$ cat src/rtl/sat_counter.sv
// Up-counter that sticks at all-ones; synchronous clear wins over increment.
module sat_counter #(
    parameter int W = 16
) (
    input  logic         clk,
    input  logic         kill,
    input  logic         inc,
    input  logic         clr,
    output logic [W-1:0] q
);

    logic [W-1:0] r_q;

    // NOTE: sequential state uses non-blocking assignments so every flop samples pre-edge values.
    always_ff @(posedge clk or posedge kill) begin
        if (kill) begin
            r_q <= '0;
        end else if (clr) begin
            r_q <= '0;
        end else if (inc && (r_q != '1)) begin
            r_q <= r_q + W'(1);
        end
    end

    assign q = r_q;

endmodule

$ cat config.mk
export PLATFORM = sky130hd
export DESIGN_NAME = sat_counter
export DESIGN_NICKNAME = d
export VERILOG_FILES = /design/src/rtl/sat_counter.sv
export SDC_FILE = /design/constraint.sdc
export NUM_CORES = 1
export LEC_CHECK = 0
export ABC_AREA = 1
export ABC_CLOCK_PERIOD_IN_PS = 4030
export BUFFER_PORTS_ARGS = -buffer_cell sky130_fd_sc_hd__clkbuf_2
export CAP_MARGIN = 10
export CELL_PAD_IN_SITES_DETAIL_PLACEMENT = 0
export CELL_PAD_IN_SITES_GLOBAL_PLACEMENT = 1
export CORE_MARGIN = 4
export CORE_UTILIZATION = 41
export DETAILED_ROUTE_END_ITERATION = 6
export GPL_ROUTABILITY_DRIVEN = 0
export HOLD_SLACK_MARGIN = 0.06
export PLACE_DENSITY_LB_ADDON = 0.2
export SLEW_MARGIN = 20
export SYNTH_ARGS = -nofsm -noshare
export SYNTH_HDL_FRONTEND = slang
export SYNTH_SLANG_ARGS = --single-unit
$ cat constraint.sdc
create_clock -name clk -period 4.03 [get_ports clk]
set_input_delay 0.403 -clock clk [delete_from_list [all_inputs] [get_ports clk]]
set_output_delay 0.403 -clock clk [all_outputs]
set_load 0.005 [all_outputs]
==> flow_metrics.py <==
metrics = {
    "yosys": {
        "ys_ff_latch": 16,
        "yosys_warnings": 0,
        "synth_top_area_cell": "dfrtp_1",
        "seq_area_frac_synth_pct": 37.0,
        "syn-num-nets": 164,
        "ys_types": 24,
        "synth_area_leaders": "dfrtp_1 (37%), nand2_1 (22%), nand4_1 (6.4%), nand3_1 (5.5%), inv_1 (5.5%)",
        "synth_cells": 159,
        "synth_top_area_share_pct": 37.0,
        "synth_area_per_cell_sq_um": 6.81,
        "syn_area_sq_um": 1080,
    },
    "die": {
        "coreArea_sq_um": 2500,
        "die_h_microns": 59.4,
        "rows": 18,
        "die_x_microns": 59.4,
        "start_util_pct": 43.3,
        "die_area_sq_um": 3530,
        "pin_count": 20,
    },
    "clocking": {
        "clock_sinks": 16,
        "htreeDepth": 1,
        "cts_hold_buf": 0,
        "clkTransAtPathRegs_ps": 100,
        "cts-resized-gates": 0,
        "post-cts-setup-buffers": 0,
        "cts_buffers": 3,
        "insertion_delay_ps": 280,
        "ctsRootBufferMaster": "clkbuf_4",
        "cts_tree": "built",
        "clockBufferDepth": 2,
    },
    "finish": {
        "fin_cells": 209,
        "nets": 185,
        "synthToLayoutAreaGrowth_pct": 13.7,
        "final_common_cell": "nand2_1",
        "largest_register_ffs": 16,
        "layout_common_cells": "nand2_1 (64), clkbuf_2 (19), inv_1 (16), nor2_1 (16), dfrtp_1 (16)",
        "fillers": 273,
        "finalInstanceArea_sq_um": 1230,
        "drive_above_1_share_pct": 17.9,
        "n_antenna_cell": 0,
    },
    "placement": {
        "place_area_sq_um": 1200,
        "pre_cts_slack_ps": 2180,
        "dpl.hpwl_microns": 2010,
        "placed_cells": 205,
        "port_buffers": 19,
    },
    "min_path": {
        "hold_class": "input port to asynchronous set/reset pin",
    },
    "setup_path": {
        "worst-setup-path-type": "flip-flop to flip-flop",
        "cp.arrival_ps": 2040,
        "startpoint_type": "flip-flop",
        "cp_data_required_time_ps": 4210,
        "endpoint_kind": "flip-flop",
        "cp_max_fo": 14,
    },
    "global_route": {
        "grt.total_usage_pct": 17.2,
        "grt_max_degree": 17,
        "grt_pass1_wl_microns": 4540,
        "grt_remaining_overflow": 0,
        "antenna_found_initial": 0,
        "grt_pass1_vias": 990,
    },
    "timing": {
        "max_slew_margin_pct": 58.1,
        "grt_setup_unrepaired": "false",
        "max_freq_ghz": 0.538,
        "maxSlewViolCount": 0,
        "setup_violations": 0,
        "final.min_clock_period_ps": 1860,
        "fin_crit_sh_pct": 46.1,
        "worst_slew_pin_slew_ps": 628,
        "fin_tns_setup_ps": 0,
        "clock_skew_ps": 3.00,
        "finalHoldViolCount": 0,
        "fin_ws_ps": 2170,
    },
    "route": {
        "vias": 1048,
        "drt-wirelength-per-cell_microns": 12.8,
        "first_pass_iters": 4,
        "viasPerCell": 5.01,
        "drc_errors": 0,
        "postRouteAntennaNets": 0,
        "wl_microns": 2680,
        "dr.first_iter.drc_count": 34,
    },
    "pwr": {
        "vdd_drop_max_mv": 0.188,
        "pwr_density_cell_nw_per_um2": 237,
        "leakagePower_uw": 0.000686,
    },
    "run": {
        "maxCapViolations": 0,
    },
    "status": {
        "status": "completed",
    },
}
cell families (layout without fill, tap and decap cells):
logic type               Yosys count  after routing  share of synthesized area, %
flip-flops                        16             16                          37.0
buffers and inverters             21             41                          8.08
adder cells (fa/ha/maj)            1              1                          1.15
XOR/XNOR                           4              4                          3.23
AND/OR/NAND/NOR                  114            114                          49.2
AO/OA/AOI/OAI                      3              3                          1.38
routing by layer:
| metal | GRT usage, % | vias up | wire (microns) |
|---|---|---|---|
| li1 | - | 544 | - |
| met1 | 23.1 | 487 | 1350 |
| met2 | 28.2 | 15 | 1250 |
| met3 | 2.18 | 2 | 70 |
| met4 | 5.83 | 0 | 14 |
| met5 | 0 | - | 0 |
cell type report:
| type | count | area (sq um) | area share, % |
|---|---|---|---|
| tap | 30 | 37.5 | 3.05 |
| clock buffer | 4 | 36.3 | 2.94 |
| inverter | 18 | 67.6 | 5.48 |
| timing repair buffer | 19 | 95.1 | 7.72 |
| sequential | 16 | 400 | 32.5 |
| multi-input combinational | 122 | 596 | 48.3 |
worst paths after layout:
check / start / to / slack [ps] / cells after the start
max: q[0] / q[9] / 2170 / 9
min: kill / q[8] / 160 / 2
max reg2reg: q[0] / q[9] / 2170 / 9
min reg2reg: q[1] / q[1] / 570 / 2
max in group asynchronous: kill / q[3] / 3460 / 2
min in group clk: inc / q[8] / 450 / 5
where the power goes:
part           internal [uW]  switching [uW]
clock                   54.9            51.7
combinational           5.62            15.3
sequential               162            2.21
per-stage QoR:
step | util [%] | hold WS, ps | power, uW
4_1_cts | 49.3 | 181 | 299
3_5_place_dp | 47.8 | 509 | 189
3_3_place_gp | 47.8 | 492 | 188
5_1_grt | 49.3 | 207 | 311
6_report | 49.3 | 163 | 292
2_1_floorplan | - | 317 | 182
worst max-delay path: stages, from the launching register on:
cell     delay, ps
dfrtp_1        430
ha_1           250
nand2_2        120
nor2_8          60
nand2_4         80
nor2_4          50
nor2_2         440
nor2_4         170
nand2_1         90
nand2_1         60
cells in the mapped netlist:
master / instances
nand2_1: 64
dfrtp_1: 16
inv_1: 16
nor2_1: 16
nand3_1: 12
nand4_1: 11
nor2_4: 3
nand3b_1: 2
nor2_2: 2
xnor2_1: 2
xor2_1: 2
a21oi_1: 1
buf_1: 1
buf_2: 1
buf_6: 1
clkinv_1: 1
ha_1: 1
inv_2: 1
nand2_2: 1
nand2_4: 1
nor2_8: 1
nor3_1: 1
o21ai_0: 1
o21ai_1: 1
(Power assumes the default switching activity.)
